## config.mk

```make
export PLATFORM = sky130hd
export DESIGN_NAME = eq_band_mix_seq_flat
export DESIGN_NICKNAME = d
export VERILOG_FILES = /design/src/rtl/eq_band_mix_seq_pkg.sv /design/src/rtl/eq_band_mix_seq_if.sv /design/src/rtl/eq_band_mix_seq_sum.sv /design/src/rtl/eq_band_mix_seq.sv /design/src/flat_wrapper.sv
export SDC_FILE = /design/constraint.sdc
export NUM_CORES = 1
export LEC_CHECK = 0
export CAP_MARGIN = 40
export CELL_PAD_IN_SITES_DETAIL_PLACEMENT = 1
export CELL_PAD_IN_SITES_GLOBAL_PLACEMENT = 1
export CORE_UTILIZATION = 32
export CTS_CLUSTER_SIZE = 24
export DETAILED_ROUTE_END_ITERATION = 7
export GPL_TIMING_DRIVEN = 0
export PLACE_DENSITY_LB_ADDON = 0.1
export SYNTH_ARGS = -nofsm -noshare
export SYNTH_HDL_FRONTEND = slang
export SYNTH_SLANG_ARGS = --single-unit
```

## constraint.sdc

```tcl
create_clock -name clk -period 4.3 [get_ports clk]
set_clock_uncertainty 0.1 [all_clocks]
set_input_delay 0.645 -clock clk [delete_from_list [all_inputs] [get_ports clk]]
set_output_delay 0.645 -clock clk [all_outputs]
set_load 0.03 [all_outputs]
```

## src/rtl/eq_band_mix_seq_pkg.sv

```systemverilog
// Shared constants, FSM state encoding and the band-select helper for the band mixer.
// Latency: n/a (declarations only).
// Backpressure: n/a.
package eq_pkg;

  localparam int          SAMPLE_W  = 16;
  localparam int          MAX_BANDS = 16;
  localparam logic [15:0] SAT_POS   = 16'h7FFF;
  localparam logic [15:0] SAT_NEG   = 16'h8000;

  // FSM state encoding
  localparam logic [1:0] IDLE  = 2'd0;
  localparam logic [1:0] ACCUM = 2'd1;
  localparam logic [1:0] OUT   = 2'd2;

  // Pick sample idx out of a bus padded to MAX_BANDS samples.
  function automatic logic [SAMPLE_W-1:0] band_sel(
    input logic [MAX_BANDS*SAMPLE_W-1:0] bus,
    input logic [4:0]                    idx
  );
    logic [SAMPLE_W-1:0] r;
    r = '0;
    for (int k = 0; k < MAX_BANDS; k++) begin
      if (idx == 5'(k)) r = bus[k*SAMPLE_W +: SAMPLE_W];
    end
    return r;
  endfunction

endpackage

```

## src/rtl/eq_band_mix_seq_if.sv

```systemverilog
// Band-vector input and mixed-sample output handshakes of the band mixer.
// Latency: n/a (wires only).
// Backpressure: in_valid/in_ready on the input side, out_valid/out_ready on the output side.
// Ports: in_valid, in_ready, bands_i, band_en_i, out_valid, out_ready, out_data, out_sat.
interface eq_band_mix_seq_if #(
  parameter int N_BANDS = 4
);
  logic                  in_valid;
  logic                  in_ready;
  logic [N_BANDS*16-1:0] bands_i;
  logic [N_BANDS-1:0]    band_en_i;
  logic                  out_valid;
  logic                  out_ready;
  logic [15:0]           out_data;
  logic                  out_sat;

  modport master (
    output in_valid, bands_i, band_en_i, out_ready,
    input  in_ready, out_valid, out_data, out_sat
  );

  modport slave (
    input  in_valid, bands_i, band_en_i, out_ready,
    output in_ready, out_valid, out_data, out_sat
  );
endinterface

```

## src/rtl/eq_band_mix_seq_sum.sv

```systemverilog
// Sum: 16-bit signed saturating adder, clamps to 0x7FFF / 0x8000 on overflow.
// Latency: combinational.
// Backpressure: none.
// Ports: A, B operands (Q1.15), Y saturated result.
module Sum
  import eq_pkg::*;
(
  input  logic [SAMPLE_W-1:0] A,
  input  logic [SAMPLE_W-1:0] B,
  output logic [SAMPLE_W-1:0] Y
);
  logic [SAMPLE_W-1:0] raw;
  logic                ovf;

  always_comb begin
    raw = A + B;
    // Overflow only when operands share a sign and the wrapped result flips it.
    ovf = (A[SAMPLE_W-1] == B[SAMPLE_W-1]) && (raw[SAMPLE_W-1] != A[SAMPLE_W-1]);
    Y   = ovf ? (A[SAMPLE_W-1] ? SAT_NEG : SAT_POS) : raw;
  end
endmodule

```

## src/rtl/eq_band_mix_seq.sv

```systemverilog
// Time-multiplexed band mixer: sums N_BANDS samples through one shared saturating adder.
// Latency: accept in cycle 0, out_valid first high in cycle N_BANDS; one sample per N_BANDS+1 cycles.
// Backpressure: in_ready only in IDLE; result held stable in OUT until out_ready.
// Ports: clk, rst_n (sync, active low), io (slave side of eq_band_mix_seq_if).
module eq_band_mix_seq
  import eq_pkg::*;
#(
  parameter int N_BANDS = 4,
  parameter int W       = SAMPLE_W
) (
  input  logic                   clk,
  input  logic                   rst_n,
  eq_band_mix_seq_if.slave       io
);
  localparam int             IW    = $clog2(N_BANDS) + 1;
  localparam logic [IW-1:0]  LAST  = IW'(N_BANDS - 1);
  // With a single band nothing is left to add after the accept, so idx stays 0.
  localparam logic [IW-1:0]  FIRST = (N_BANDS > 1) ? IW'(1) : '0;

  logic [1:0]               state_q, state_d;
  logic [N_BANDS*W-1:0]     bands_q;
  logic [N_BANDS-1:0]       en_q;
  logic [W-1:0]             acc_q;
  logic                     sat_q;
  logic [IW-1:0]            idx_q;

  logic [MAX_BANDS*W-1:0]   bus_ext;
  logic [MAX_BANDS-1:0]     en_ext;
  logic [4:0]               idx_ext;
  logic [W-1:0]             addend;
  logic [W-1:0]             sum_y;
  logic [W-1:0]             raw;
  logic                     ovf;

  // State register
  always_ff @(posedge clk) begin
    if (!rst_n) state_q <= IDLE;
    else        state_q <= state_d;
  end

  // Next-state logic
  always_comb begin
    state_d = state_q;
    case (state_q)
      IDLE:    if (io.in_valid) state_d = (N_BANDS == 1) ? OUT : ACCUM;
      ACCUM:   if (idx_q == LAST) state_d = OUT;
      OUT:     if (io.out_ready) state_d = IDLE;
      default: state_d = IDLE;
    endcase
  end

  // Outputs: handshakes decode the state, data comes straight from the accumulator.
  always_comb begin
    io.in_ready  = (state_q == IDLE);
    io.out_valid = (state_q == OUT);
    io.out_data  = acc_q;
    io.out_sat   = sat_q;
  end

  // Addend for the current band; buses are zero-padded so the shared helper can index them.
  always_comb begin
    bus_ext                 = '0;
    bus_ext[N_BANDS*W-1:0]  = bands_q;
    en_ext                  = '0;
    en_ext[N_BANDS-1:0]     = en_q;
    idx_ext                 = '0;
    idx_ext[IW-1:0]         = idx_q;
    addend = en_ext[idx_ext[3:0]] ? band_sel(bus_ext, idx_ext) : '0;
    // Overflow flag recomputed here from operand and wrapped-result signs.
    raw    = acc_q + addend;
    ovf    = (acc_q[W-1] == addend[W-1]) && (raw[W-1] != acc_q[W-1]);
  end

  Sum u_sum (
    .A (acc_q),
    .B (addend),
    .Y (sum_y)
  );

  // Datapath
  always_ff @(posedge clk) begin
    if (!rst_n) begin
      bands_q <= '0;
      en_q    <= '0;
      acc_q   <= '0;
      sat_q   <= 1'b0;
      idx_q   <= '0;
    end else begin
      case (state_q)
        IDLE: if (io.in_valid) begin
          bands_q <= io.bands_i;
          en_q    <= io.band_en_i;
          acc_q   <= io.band_en_i[0] ? io.bands_i[W-1:0] : '0;
          sat_q   <= 1'b0;
          idx_q   <= FIRST;
        end
        ACCUM: begin
          acc_q <= sum_y;
          sat_q <= sat_q | ovf;
          // Park on the last band so idx never runs past N_BANDS-1.
          if (idx_q != LAST) idx_q <= idx_q + 1'b1;
        end
        default: ;
      endcase
    end
  end
endmodule

```

## src/flat_wrapper.sv

```systemverilog
// flat-port wrapper written by rule: the top's interface ports become plain ports
module eq_band_mix_seq_flat import eq_pkg::*;
#(
  parameter int N_BANDS = 4,
  parameter int W       = SAMPLE_W
)
  (clk, rst_n, io_in_valid, io_bands_i, io_band_en_i, io_out_ready, io_in_ready, io_out_valid, io_out_data, io_out_sat);
  eq_band_mix_seq_if #(.N_BANDS(N_BANDS)) io_i ();
  input  logic clk;
  input  logic rst_n;
  input wire logic [$bits(io_i.in_valid)-1:0] io_in_valid;
  input wire logic [$bits(io_i.bands_i)-1:0] io_bands_i;
  input wire logic [$bits(io_i.band_en_i)-1:0] io_band_en_i;
  input wire logic [$bits(io_i.out_ready)-1:0] io_out_ready;
  output wire logic [$bits(io_i.in_ready)-1:0] io_in_ready;
  output wire logic [$bits(io_i.out_valid)-1:0] io_out_valid;
  output wire logic [$bits(io_i.out_data)-1:0] io_out_data;
  output wire logic [$bits(io_i.out_sat)-1:0] io_out_sat;
  assign io_i.in_valid = io_in_valid;
  assign io_i.bands_i = io_bands_i;
  assign io_i.band_en_i = io_band_en_i;
  assign io_i.out_ready = io_out_ready;
  assign io_in_ready = io_i.in_ready;
  assign io_out_valid = io_i.out_valid;
  assign io_out_data = io_i.out_data;
  assign io_out_sat = io_i.out_sat;
  eq_band_mix_seq #(.N_BANDS(N_BANDS), .W(W)) u_core (.clk(clk), .rst_n(rst_n), .io(io_i));
endmodule
```

==> After elaboration in Yosys (flattened, before gate mapping) <==
Index checks and enable logic that the tools add are counted.
{ "totals": {"register_bits": 90, "output_inout_bits": 19} }
{ "op_classes": {"order_cmp": 1, "bitwise_logic": 1, "mux": 25, "n_addsub": 2, "eq_ne": 16, "n_reduce_logical": 8} }
{ "op_table": {"columns": ["cell", "n"], "rows": [
  ["16-bit 2-to-1 mux", 13],
  ["16-bit case mux with 2 select lines", 1],
  ["16-bit adder", 1],
  ["3-bit == test, second input constant", 4],
  ["3-bit by 2-bit == test with 1-bit output, second input constant", 2],
  ["2-bit 2-to-1 mux", 3],
  ["3-bit 2-to-1 mux", 2],
  ["2-bit case mux with 3 select lines", 1],
  ["3-bit case mux with 2 select lines", 1],
  ["3-bit AND reduction", 2],
  ["3-bit by 5-bit less-than comparator with 1-bit output, second input constant", 1],
  ["2-bit by 1-bit inequality test with 1-bit output, second input constant", 2],
  ["2-bit inequality test, second input constant", 2],
  ["2-bit AND reduction", 2],
  ["3-bit by 1-bit adder with 3-bit output, second input constant", 1],
  ["1-bit binary-select mux with 3-bit select", 1],
  ["3-bit by 1-bit == test with 1-bit output, second input constant", 1],
  ["3-bit zero test", 1],
  ["3-bit by 2-bit inequality test with 1-bit output, second input constant", 1],
  ["2-bit by 1-bit == test with 1-bit output, second input constant", 1],
  ["2-bit == test, second input constant", 1],
  ["2-bit zero test", 1],
  ["1-bit 2-to-1 mux", 2],
  ["1-bit case mux with 2 select lines", 1],
  ["other kinds (5)", 5]
]} }

==> Longest topological paths before layout <==
{ "depth": {"ltp_word": 15, "ltp_mapped": 20, "depth_no_buf": 17} }

==> Cells and area by module <==
Synthesis repeated with hierarchy kept, for this count alone.
{ "hier_totals": {"hier_cells": 694, "area_unflattened_um2": 5365.1} }
{ "modules_own_cells": {"columns": ["module", "seq_area_each_um2", "n_inst", "area_each_um2", "cells_each"], "rows": [
  ["eq_band_mix_seq", 1801.7, 1, 4453.0, 580],
  ["Sum", 0.0, 1, 912.1, 114]
]} }

==> Worst setup path before layout <==
Ideal clock, no wire load.
{ "synth_path": {"path_type": "register to register", "startpoint": "reg u_core.idx_q[0]", "endpoint": "reg u_core.acc_q[14] (netlist: u_core.io.out_data[14])", "path_stages_with_launch": 17, "required_ps": 4078, "synth_period_minus_slack_ps": 3704, "arrival_ps": 3482, "slack_ps": 596, "setup_ps": 122, "cell_sequence": "dfxtp_1 ha_1 ha_1 clkbuf_1 nor2_1 clkbuf_1 a22oi_1 nor2_1 ha_1 a21o_1 a22o_1 nor2_1 o311ai_4 and4_4 buf_6 and2_1 a311o_1"} }
{ "synth_between": {"elab_chain_cells": 15, "elab_cells_between_ends": 25, "classes_between": "1 x add/sub; 9 x eq/ne; 13 x mux; 2 x reduce/logical"} }
{ "synth_lines": {"columns": ["item", "line", "source"], "rows": [
  ["from (decl)", "eq_band_mix_seq.sv:25", "logic [IW-1:0] idx_q;"],
  ["from (signal assigned)", "eq_band_mix_seq.sv:101", "if (idx_q != LAST) idx_q <= idx_q + 1'b1;"],
  ["3-bit zero test", "eq_band_mix_seq_pkg.sv:24", "if (idx == 5'(k)) r = bus[k*SAMPLE_W +: SAMPLE_W];"],
  ["16-bit 2-to-1 mux (8 in a row)", "eq_band_mix_seq_pkg.sv:24", null],
  ["16-bit 2-to-1 mux *", "eq_band_mix_seq.sv:68", "addend = en_ext[idx_ext[3:0]] ? band_sel(bus_ext, idx_ext) : '0;"],
  ["16-bit adder", "eq_band_mix_seq_sum.sv:16", "raw = A + B;"],
  ["1-bit inequality test", "eq_band_mix_seq_sum.sv:18", "ovf = (A[SAMPLE_W-1] == B[SAMPLE_W-1]) && (raw[SAMPLE_W-1] != A[SAMPLE_W-1]);"],
  ["1-bit logical AND", "eq_band_mix_seq_sum.sv:18", null],
  ["16-bit 2-to-1 mux *", "eq_band_mix_seq_sum.sv:19", "Y = ovf ? (A[SAMPLE_W-1] ? SAT_NEG : SAT_POS) : raw;"],
  ["16-bit case mux with 2 select lines *", "eq_band_mix_seq.sv:89", "case (state_q)"],
  ["to (signal assigned)", "eq_band_mix_seq.sv:93", "acc_q <= io.band_en_i[0] ? io.bands_i[W-1:0] : '0;"],
  ["to (signal assigned)", "eq_band_mix_seq.sv:98", "acc_q <= sum_y;"],
  ["to (decl)", "eq_band_mix_seq.sv:23", "logic [W-1:0] acc_q;"]
]} }
Mark *: on every way between the ends. The rest lies on a longest branch, timed or not. The select of a mux whose other input is x is not followed.
A chain may end at the register's enable or synchronous reset.

==> Final worst setup path <==
{ "layout_path": {"startpoint": "reg u_core.idx_q[0]", "endpoint": "reg u_core.sat_q (netlist: u_core.io.out_sat)"} }
{ "layout_between": {"elab_chain_cells": 15, "elab_cells_between_ends": 25, "classes_between": "1 x add/sub; 9 x eq/ne; 12 x mux; 1 x bitwise; 2 x reduce/logical"} }
{ "layout_lines": {"columns": ["item", "line", "source"], "rows": [
  ["3-bit zero test", "eq_band_mix_seq_pkg.sv:24", null],
  ["16-bit 2-to-1 mux (8 in a row)", "eq_band_mix_seq_pkg.sv:24", null],
  ["16-bit 2-to-1 mux *", "eq_band_mix_seq.sv:68", null],
  ["16-bit adder", "eq_band_mix_seq.sv:70", "raw = acc_q + addend;"],
  ["1-bit inequality test", "eq_band_mix_seq.sv:71", "ovf = (acc_q[W-1] == addend[W-1]) && (raw[W-1] != acc_q[W-1]);"],
  ["1-bit logical AND *", "eq_band_mix_seq.sv:71", null],
  ["1-bit OR *", "eq_band_mix_seq.sv:99", "sat_q <= sat_q | ovf;"],
  ["1-bit case mux with 2 select lines *", "eq_band_mix_seq.sv:89", null],
  ["to (signal assigned)", "eq_band_mix_seq.sv:99", null],
  ["to (decl)", "eq_band_mix_seq.sv:24", "logic sat_q;"]
]} }
Marked as above.

==> metrics.txt <==
# TYPE chip_impl_metric gauge
chip_impl_metric{name="powerDensity",unit="mW/mm^2"} 346
chip_impl_metric{name="netlist-cell-type-count",unit=""} 50
chip_impl_metric{name="max-cap-violations",unit=""} 0
chip_impl_metric{name="netlist.area_leader.share",unit=""} 0.355
chip_impl_info{name="synth.cells.most_frequent",value="200 x sky130_fd_sc_hd__nand2_1, 90 x sky130_fd_sc_hd__dfxtp_1, 69 x sky130_fd_sc_hd__a21boi_0"} 1
chip_impl_metric{name="drc_errors",unit=""} 0
chip_impl_metric{name="cts.path.max_buffers",unit=""} 2
chip_impl_metric{name="synth-seq-cells",unit=""} 90
chip_impl_metric{name="first_global_vias",unit=""} 5170
chip_impl_metric{name="dp_hpwl",unit="um"} 14100
chip_impl_metric{name="initialDrtViolationCount",unit=""} 283
chip_impl_metric{name="grt_start_max_net_pins",unit=""} 15
chip_impl_metric{name="clk-insertion-delay-late",unit="ns"} 0.35
chip_impl_metric{name="postSynthCellCount",unit=""} 659
chip_impl_metric{name="worst-r2r-setup-slack",unit="ns"} 0.26
chip_impl_metric{name="sequential_cell_area",unit="mm^2"} 0.00180
chip_impl_metric{name="yosysSeqAreaShare",unit=""} 0.355
chip_impl_metric{name="synth_fp_nets",unit=""} 753
chip_impl_metric{name="post-route-min-period",unit="ns"} 4.04
chip_impl_metric{name="floorplan.rows",unit=""} 45
chip_impl_info{name="routed.top_layer",value="met4"} 1
chip_impl_metric{name="setup_violations",unit=""} 0
chip_impl_metric{name="multi_input_comb_area",unit="mm^2"} 0.00308
chip_impl_metric{name="post_drt_via_cell_ratio",unit=""} 5.12
chip_impl_metric{name="slew-limit-headroom",unit=""} 0.498
chip_impl_metric{name="drt_wl_total",unit="um"} 18000
chip_impl_metric{name="cts.reportedPaths.clkPinSlew",unit="ns"} 0.06
chip_impl_metric{name="design.final.nets",unit=""} 851
chip_impl_metric{name="worstRegToRegCells",unit=""} 16
chip_impl_metric{name="yosysWarnings",unit=""} 0
chip_impl_metric{name="grtUsageTotal",unit=""} 0.228
chip_impl_metric{name="route.layer.met1.wl",unit="um"} 8150
chip_impl_metric{name="die_width",unit="um"} 128
chip_impl_metric{name="synthesis.area_per_instance",unit="um^2"} 7.71
chip_impl_metric{name="comb_power_share",unit=""} 0.166
chip_impl_metric{name="drt_pass1_iterations",unit=""} 4
chip_impl_metric{name="number_of_max_slew_violations_in_the_final_report",unit=""} 0
chip_impl_metric{name="routabilityCongestion",unit=""} 0.864
chip_impl_info{name="tritoncts_clock_tree",value="built"} 1
chip_impl_metric{name="count_of_input_and_output_buffers",unit=""} 89
chip_impl_metric{name="power_switching",unit="uW"} 608
chip_impl_info{name="worst_hold_path_type",value="flip-flop to flip-flop"} 1
chip_impl_metric{name="met3_routed_wl",unit="um"} 869
chip_impl_metric{name="die-height",unit="um"} 128
chip_impl_metric{name="fmaxAchievable",unit="MHz"} 248
chip_impl_metric{name="floorplan.die_area",unit="mm^2"} 0.0164
chip_impl_info{name="launch_point_of_the_worst_hold_path",value="u_core.bands_q[34]"} 1
chip_impl_metric{name="fin_setup_tns",unit="ns"} 0
chip_impl_metric{name="grt_first_pass_wirelength",unit="um"} 28100
chip_impl_metric{name="leakage",unit="nW"} 2.47
chip_impl_metric{name="routed-via-count",unit=""} 4978
chip_impl_metric{name="initial_standard_cell_utilization_of_the_core",unit=""} 0.330
chip_impl_metric{name="tritoncts_num_sinks",unit=""} 90
chip_impl_metric{name="final_hold_viol_count",unit=""} 0
chip_impl_info{name="yosys-top-cells-area",value="sky130_fd_sc_hd__dfxtp_1 35%, sky130_fd_sc_hd__nand2_1 15%, sky130_fd_sc_hd__a21boi_0 10%, sky130_fd_sc_hd__ha_1 5.2%, sky130_fd_sc_hd__a21oi_1 3.9%"} 1
chip_impl_info{name="timing.critical_path.max_delay_family",value="compound AO/OA/AOI/OAI gates"} 1
chip_impl_info{name="regToRegStartpoint",value="u_core.idx_q[0]"} 1
chip_impl_metric{name="power.share.switching",unit=""} 0.265
chip_impl_metric{name="grt-ovfl-total",unit=""} 0
chip_impl_info{name="synth_top_cell_by_area",value="sky130_fd_sc_hd__dfxtp_1"} 1
chip_impl_metric{name="detail-route-antenna-nets",unit=""} 0
chip_impl_info{name="synth.most_common_cell",value="sky130_fd_sc_hd__nand2_1"} 1
chip_impl_metric{name="numCtsBuffers",unit=""} 9
chip_impl_metric{name="critical_path.max_fanout",unit=""} 10
chip_impl_metric{name="core_region_area",unit="mm^2"} 0.0154
chip_impl_metric{name="nFillCells",unit=""} 1849
chip_impl_info{name="postSynth.topFlopCell",value="sky130_fd_sc_hd__dfxtp_1"} 1
chip_impl_info{name="ctsRootBufferMaster",value="sky130_fd_sc_hd__clkbuf_16"} 1
chip_impl_metric{name="report.power.total",unit="mW"} 2.29
chip_impl_metric{name="post_cts_resized",unit=""} 6
chip_impl_info{name="rr_endpoint",value="u_core.io.out_sat"} 1
chip_impl_metric{name="synth_enable_flop_cells",unit=""} 0
chip_impl_metric{name="asyncSetResetFlopFracSynth",unit=""} 0
chip_impl_metric{name="post_drt_wl_per_cell",unit="um"} 18.5
chip_impl_metric{name="cts_htree_levels",unit=""} 3
chip_impl_info{name="run_status",value="finished clean"} 1
chip_impl_info{name="crit_chain",value="inv_1 -> ha_1 -> clkbuf_1 -> o21ai_0 -> a22oi_1 -> nor2_1 -> ha_2 -> nand3_1 -> a211oi_2 -> nor2_2 -> o311ai_4 -> and4_4 -> buf_6 -> buf_6 -> a32oi_1 -> o21ai_0"} 1
chip_impl_metric{name="final.setup.worst_slack",unit="ns"} 0.264
chip_impl_metric{name="area_growth_syn_to_layout",unit="%"} 30.7
chip_impl_metric{name="hold-path-cell-count",unit=""} 2
chip_impl_metric{name="post-cts-setup-buffer-count",unit=""} 0
chip_impl_metric{name="syn_area",unit="mm^2"} 0.00508
chip_impl_metric{name="critical_path.n_buffers_inverters",unit=""} 4
chip_impl_metric{name="worst_ir_drop_vdd",unit="V"} 0.000197
chip_impl_info{name="min_to",value="u_core.bands_q[34]"} 1
chip_impl_metric{name="floorplan.io_pins",unit=""} 91
chip_impl_info{name="rsz_0062_raised_after_global_routing",value="false"} 1
chip_impl_info{name="timing.critical_path.to_type",value="flip-flop"} 1
chip_impl_info{name="timing.critical_path.from_type",value="flip-flop"} 1
chip_impl_metric{name="post_layout_util",unit=""} 0.432
chip_impl_metric{name="power.sequential.fraction",unit=""} 0.400
chip_impl_metric{name="antenna-diode-count",unit=""} 0
chip_impl_metric{name="arrival",unit="ns"} 4.20
chip_impl_metric{name="drive_above_1_share",unit=""} 0.0643
chip_impl_metric{name="fin_crit_sh",unit=""} 0.939
chip_impl_metric{name="post_cts_hold_buffer_count",unit=""} 0
chip_impl_metric{name="antenna_found_initial",unit=""} 0
chip_impl_metric{name="met2RoutedLength",unit="um"} 8770
chip_impl_info{name="critPathKind",value="flip-flop to flip-flop"} 1
chip_impl_info{name="critPathSlowestCell",value="sky130_fd_sc_hd__ha_2"} 1
chip_impl_metric{name="slowest_delay",unit="ns"} 0.43
chip_impl_metric{name="pwr-share-clk",unit=""} 0.434
chip_impl_metric{name="critPathRequiredTime",unit="ns"} 4.47
chip_impl_metric{name="worstMarginPinSlew",unit="ns"} 0.752
chip_impl_metric{name="p_int",unit="mW"} 1.69
chip_impl_metric{name="detailedPlace.worstSlack",unit="ns"} -0.410
-- sequential cells by signal, indices dropped and copies added, names as in the netlist --
signal / count
u_core.bands_q: 64
u_core.en_q: 4
u_core.idx_q: 3
u_core.io.out_data: 16
u_core.io.out_sat: 1
u_core.state_q: 2
-- power groups by stage --
stage	logic [mW]	clock network [mW]	registers, mW
3_3_place_gp	0.368	0	0.934
4_1_cts	0.383	1.01	0.916
3_5_place_dp	0.379	0	0.935
5_1_grt	0.422	1.04	0.921
6_report	0.382	0.996	0.917
2_1_floorplan	0.208	0	0.929
-- cells by family after synthesis --
family	count (synthesis)	share of synthesized area
simple gates	271	0.216
compound gates	204	0.300
flops	90	0.355
buf+inv	57	0.0463
fa+ha+maj	23	0.0576
xor+xnor	11	0.0190
mux	3	0.00616
-- cell type report --
| cell class | count | share of cell area |
|---|---|---|
| timing repair buffer | 89 | 0.134 |
| clock inverter | 5 | 0.0189 |
| inverter | 8 | 0.00452 |
| clock buffer | 11 | 0.0366 |
| multi-input combinational | 512 | 0.464 |
| tap | 211 | 0.0398 |
| buffer | 47 | 0.0305 |
| sequential | 90 | 0.272 |
-- cells in the final DEF (no fill, tap or decap), types with 3 or more instances in the layout --
cell type                           n
sky130_fd_sc_hd__and2_1             4
sky130_fd_sc_hd__nor2b_1            6
sky130_fd_sc_hd__a21oi_1           40
sky130_fd_sc_hd__nand2_1          200
sky130_fd_sc_hd__clkbuf_16          9
sky130_fd_sc_hd__o21a_1             4
sky130_fd_sc_hd__a221oi_2           9
sky130_fd_sc_hd__inv_1              8
sky130_fd_sc_hd__a22oi_1           18
sky130_fd_sc_hd__ha_2               3
sky130_fd_sc_hd__a21o_1             3
sky130_fd_sc_hd__bufinv_16          4
sky130_fd_sc_hd__a21boi_0          69
sky130_fd_sc_hd__nand3_1            3
sky130_fd_sc_hd__and3_1             3
sky130_fd_sc_hd__dfxtp_1           88
sky130_fd_sc_hd__clkdlybuf4s50_1   89
sky130_fd_sc_hd__nand2b_1           3
sky130_fd_sc_hd__a221o_1           15
sky130_fd_sc_hd__clkbuf_2           4
sky130_fd_sc_hd__a221oi_1           5
sky130_fd_sc_hd__buf_1              6
sky130_fd_sc_hd__nor2_1            40
sky130_fd_sc_hd__o21ai_0           24
sky130_fd_sc_hd__xor2_1             5
sky130_fd_sc_hd__xnor2_1            6
sky130_fd_sc_hd__ha_1              18
sky130_fd_sc_hd__clkbuf_1          33
-- how the worst max path moves through the flow --
stage,start,endpoint,slack (ns),depth (start not counted)
2_1_floorplan,u_core.idx_q[0],u_core.io.out_data[14],0.60,16
3_3_place_gp,u_core.idx_q[0],u_core.io.out_data[13],-0.26,16
3_5_place_dp,u_core.idx_q[0],u_core.io.out_data[6],-0.41,16
4_1_cts,u_core.idx_q[0],u_core.io.out_sat,0.03,20
5_1_grt,u_core.idx_q[0],u_core.io.out_data[14],0.02,15
6_report,u_core.idx_q[0],u_core.io.out_sat,0.26,16
-- tightest hold or removal path, stage by stage (launching register included) --
cell	delay, ns
sky130_fd_sc_hd__dfxtp_1	0.31
sky130_fd_sc_hd__nand2_1	0.05
sky130_fd_sc_hd__a21boi_0	0.06
-- routing by layer --
metal  global-route usage  vias to the layer above
li1                     -                     2482
met1                0.292                     2383
met2                0.392                      101
met3               0.0392                       12
met4               0.0644                        0
met5                    0                        -
-- through the flow --
step,cell area (um^2),hold WS [ns],cells
detailed placement,6230,0.359,959
global route,6640,0.390,973
finish,6640,0.365,973
floorplan,5080,0.336,659
CTS,6610,0.369,974
global placement,6230,0.356,959
No activity file was read; power rests on OpenSTA's default activity.
==> edit 1, RTL diff (same flow settings) <==
Reset style: asynchronous (`rst_n`), changed in 2 clocked blocks.
--- a/src/rtl/eq_band_mix_seq.sv
+++ b/src/rtl/eq_band_mix_seq.sv
@@ -34,5 +34,5 @@
 
   // State register
-  always_ff @(posedge clk) begin
+  always_ff @(posedge clk or negedge rst_n) begin
     if (!rst_n) state_q <= IDLE;
     else        state_q <= state_d;
@@ -79,5 +79,5 @@
 
   // Datapath
-  always_ff @(posedge clk) begin
+  always_ff @(posedge clk or negedge rst_n) begin
     if (!rst_n) begin
       bands_q <= '0;
Function: differs if rst_n is asserted again (counterexample within 4 cycles, from zero or initial values and one cycle with rst_n low); with rst_n held inactive, the same outputs for 10 cycles.
==> edit 1 against the original RTL <==
First-iteration DRC count shrank 36%; maximum frequency shrank 0.96%; wire length shrank 2.7%; sequential cell count unchanged; cell area down 0.55%; area after synthesis down 1.4%; critical path type unchanged; setup slack worse by 39 ps.
Power is not compared: it rests on default switching activity, and its combinational part moved more than twofold at a synthesized area within 25%.
==> edit 1: results (changes against the original RTL) <==
Place
  • Dpl cell area: 0.00619 mm2 (-0.70%)
  • Final GP Congestion: 0.877 (+1.5%)
  • Final HPWL DP: 13,800 um (-2.3%)

Layout
  • Number of flip-flops in the largest register: 64 (unchanged)
  • Inverters: 7 (-1)
  • Fraction of layout cells with a size suffix above 1: 0.0645 (+0.000167)
  • Number of multi-input logic gates: 485 (-5.3%)
  • Fill count: 1,826 (-1.2%)
  • Non-CTS buffers: 131 (-3.7%)
  • # nets final: 818 (-3.9%)
  • ClkCell Share: 0.0485 (-0.00690)
  • Seq cells: 90 (unchanged)
  • Fin util: 0.433 (+0.000809)

GRT
  • GR Util met3: 0.0436 (+0.00432)
  • Initial antenna violation count: 0 (unchanged)
  • Largest net degree at the start of global routing: 54 (+39)
  • First-pass GRT wire length: 27,100 um (-3.5%)
  • Total track usage: 0.226 (-0.00175)
  • Met1 usage: 0.298 (+0.00540)
  • Met2 GRT Util: 0.369 (-0.0232)
  • Vias in the first global route: 4,833 (-6.5%)

Setup path
  • CP peak stage delay: 470 ps (+40 ps)
  • CP max FO: 16 (+6)
  • Worst setup path end: u_core.io.out_data[11]$_DFFE_PN0P_
  • CP arrival: 4220 ps (+20 ps)
  • R2R Path Start: u_core.idx_q[0]$_DFFE_PN0P_
  • R2R setup slack: 230 ps (-40 ps)
  • Crit. Startpoint: u_core.idx_q[0]$_DFFE_PN0P_
  • Worst R2R Path Depth: 18 (+2)
  • CP max stage cell: dfrtp_1

Logic synthesis
  • Sequential share of the synthesized area: 0.449 (+0.0948)
  • Main synth FF type: dfrtp_1
  • Adder-cell share of the synthesized area: 0.0564 (-0.00121)
  • Post-Synthesis Net Count: 715 (-5.0%)
  • Area contributors post-synth: dfrtp_1 (45%), nand2_1 (18%), ha_1 (5.2%), nor2_1 (3.2%), a21oi_1 (2.9%)
  • Avg Cell Area, Syn: 8.07 um2 (+4.7%)
  • Synth Area in XOR/XNOR: 0.0245 (+0.00550)
  • Top cells by count, synth: nand2_1 (241), dfrtp_1 (90), nor2_1 (43)
  • Synth Area in Compound Gates: 0.161 (-0.139)
  • Async set or reset register ratio after synthesis: 1.00 (+1.00)
  • Post-synthesis mux area share: 0.00449 (-0.00166)
  • Post-synth cell types: 49 (-2.0%)

Detailed routing
  • Drt initial violations: 181 (-36%)
  • DR vias: 4,716 (-5.3%)
  • Met3 wire length: 723 um (-17%)
  • Met2 Routed Length: 8310 um (-5.2%)
  • Post-DR wirelength/cell: 18.6 um (+0.68%)
  • Wl on met1: 8170 um (+0.34%)

Run status
  • Status: finished, final reports clean

Pwr
  • Sequential power: 0.00156 W

Min path
  • Hold Path Class: input pin to asynchronous set/reset pin

Clock network
  • Root Buffer: clkbuf_16
-- edit 1: cell count changes after synthesis, sizes merged, moves of 14 or more --
cell and change:
a221o -14, a21boi -69, dfrtp +90, nand2 +43, a221oi -14, dfxtp -90
-- edit 1: metrics by stage --
stage          std cells  worst slack, ps  power [W]  hold WS, ps
2_1_floorplan        621              741    0.00320          249
3_3_place_gp         921            -1110    0.00411          358
3_5_place_dp         922             -156    0.00418          362
4_1_cts              937             4.32    0.00508          186
5_1_grt              940             9.27    0.00547          213
6_report             940              225    0.00510          174
-- edit 1: what timing repair did --
action	4_1_cts	5_1_grt
gates resized for setup	3	21
hold buffers	0	0
pin swaps	0	4
buffers inserted	0	3
setup endpoints to repair	16	16
cloned	0	0
-- edit 1: critical path, delay by kind of cell (launching register included) --
family / cells / cell delay (ps)
AO/OA/AOI/OAI: 5 / 1180
adder cells (fa/ha/maj): 2 / 520
AND/OR/NAND/NOR: 7 / 970
flip-flops: 1 / 470
buffers and inverters: 4 / 710
==> edit 2, RTL diff (same flow settings) <==
Made on the original files. `N_BANDS` is set to 4 in 3 places; all go to 8.
--- a/src/rtl/eq_band_mix_seq_if.sv
+++ b/src/rtl/eq_band_mix_seq_if.sv
@@ -4,5 +4,5 @@
 // Ports: in_valid, in_ready, bands_i, band_en_i, out_valid, out_ready, out_data, out_sat.
 interface eq_band_mix_seq_if #(
-  parameter int N_BANDS = 4
+  parameter int N_BANDS = 8
 );
   logic                  in_valid;
--- a/src/rtl/eq_band_mix_seq.sv
+++ b/src/rtl/eq_band_mix_seq.sv
@@ -6,5 +6,5 @@
   import eq_pkg::*;
 #(
-  parameter int N_BANDS = 4,
+  parameter int N_BANDS = 8,
   parameter int W       = SAMPLE_W
 ) (
--- a/src/flat_wrapper.sv
+++ b/src/flat_wrapper.sv
@@ -2,5 +2,5 @@
 module eq_band_mix_seq_flat import eq_pkg::*;
 #(
-  parameter int N_BANDS = 4,
+  parameter int N_BANDS = 8,
   parameter int W       = SAMPLE_W
 )
Ports: changed (resized io_band_en_i and io_bands_i); port bits go from 91 to 159. No check against the original RTL was run, so the function may have changed too.
==> edit 2 against the original RTL <==
Sequential cell count increased by 69; cell area increased by 69%; largest cell class unchanged; count of clock-buffer cells in the layout increased by 8; critical endpoint is now u_core.io.out_data[14]$_SDFFE_PN0P_; power increased by 72%; area after synthesis increased by 53%; highest routed layer unchanged; setup slack got worse by 170 ps; maximum frequency decreased by 4.0%; global-route usage increased by 1.6 points; combinational power increased by 85%; sequential share of layout area increased by 1.3 points; wire length increased by 68%.
==> edit 2: results (changes against the original RTL) <==
Logic synthesis
  • Sequential share of the synthesized area: 0.409 (+0.0544)
  • Area contributors post-synth: dfxtp_1 (41%), nand2_1 (15%), a21oi_1 (13%), clkbuf_1 (3.8%), ha_1 (3.1%)
  • Synth Area in Compound Gates: 0.253 (-0.0471)
  • Synth Area in XOR/XNOR: 0.0135 (-0.00546)
  • Post-Synthesis Net Count: 1,206 (+60%)

Detailed routing
  • DR vias: 8,202 (+65%)
  • Vias/cell: 5.25 (+2.6%)
  • Final WL: 30,200 um (+68%)
  • Drt initial violations: 453 (+60%)

Layout
  • CLK BUF: 19 (+8)
  • Sequential cell area: 0.00319 mm2 (+77%)
  • Buffer share of cell area: 0.184 (+0.0188)
  • Multi-input gate share of total cell area: 0.438 (-0.0257)
  • Inverters: 11 (+3)
  • Number of flip-flops in the largest register: 128 (+100%)
  • Number of multi-input logic gates: 789 (+54%)

GRT
  • First-pass GRT wire length: 45,000 um (+60%)
  • Largest net degree at the start of global routing: 17 (+2)
  • Total track usage: 0.244 (+0.0156)
  • Vias in the first global route: 8,135 (+57%)

Clock network
  • H-tree levels: 4 (+1)
  • Post-CTS Setup Repair Bufs: 3 (+3)

Timing
  • Worst slew pin tran: 820 ps (+67.9 ps)
  • Final hold slack: 360 ps (-4.68 ps)

Setup path
  • R2R Path Start: u_core.idx_q[1]$_SDFFE_PN0P_
  • Crit Reg-Reg Endpoint: u_core.io.out_data[14]$_SDFFE_PN0P_
  • Worst R2R Path Depth: 19 (+3)
  • CP peak stage delay: 360 ps (-70 ps)

Run status
  • Status: finished, final reports clean

Pwr
  • Peak supply drop: 0.234 mV (+18%)

Place
  • Final HPWL DP: 22,600 um (+60%)
[edit 2: cell types whose count changed after synthesis, moves of 17 or more]
cell	before	now
a21oi_1	40	204
clkbuf_1	38	79
nand2_1	200	305
a211oi_1	2	19
a21boi_0	69	1
dfxtp_1	90	159
[edit 2: cells by family (layout without fill, tap and decap cells)]
kind of cell               after synthesis  count (layout)
muxes                                    4               4
buffers and inverters                   98             296
DFF                                    159             159
xor gates and xnor gates                12              12
AOI/OAI and AO/OA                      326             326
and+or+nand+nor                        427             427
adders and majority gates               20              20
[edit 2: power breakdown]
part	switching [W]	internal [W]	leakage (nW)
clock	0.000699	0.000897	0.294
sequential	0.0000742	0.00156	1.31
combinational	0.000388	0.000320	2.33
[edit 2: metal layers]
metal	GRT usage	vias to the layer above	part of all wire
met5	0	-	0
met4	0.0842	0	0.025
met3	0.0323	46	0.044
met2	0.394	220	0.46
met1	0.332	3938	0.47
li1	-	3998	-
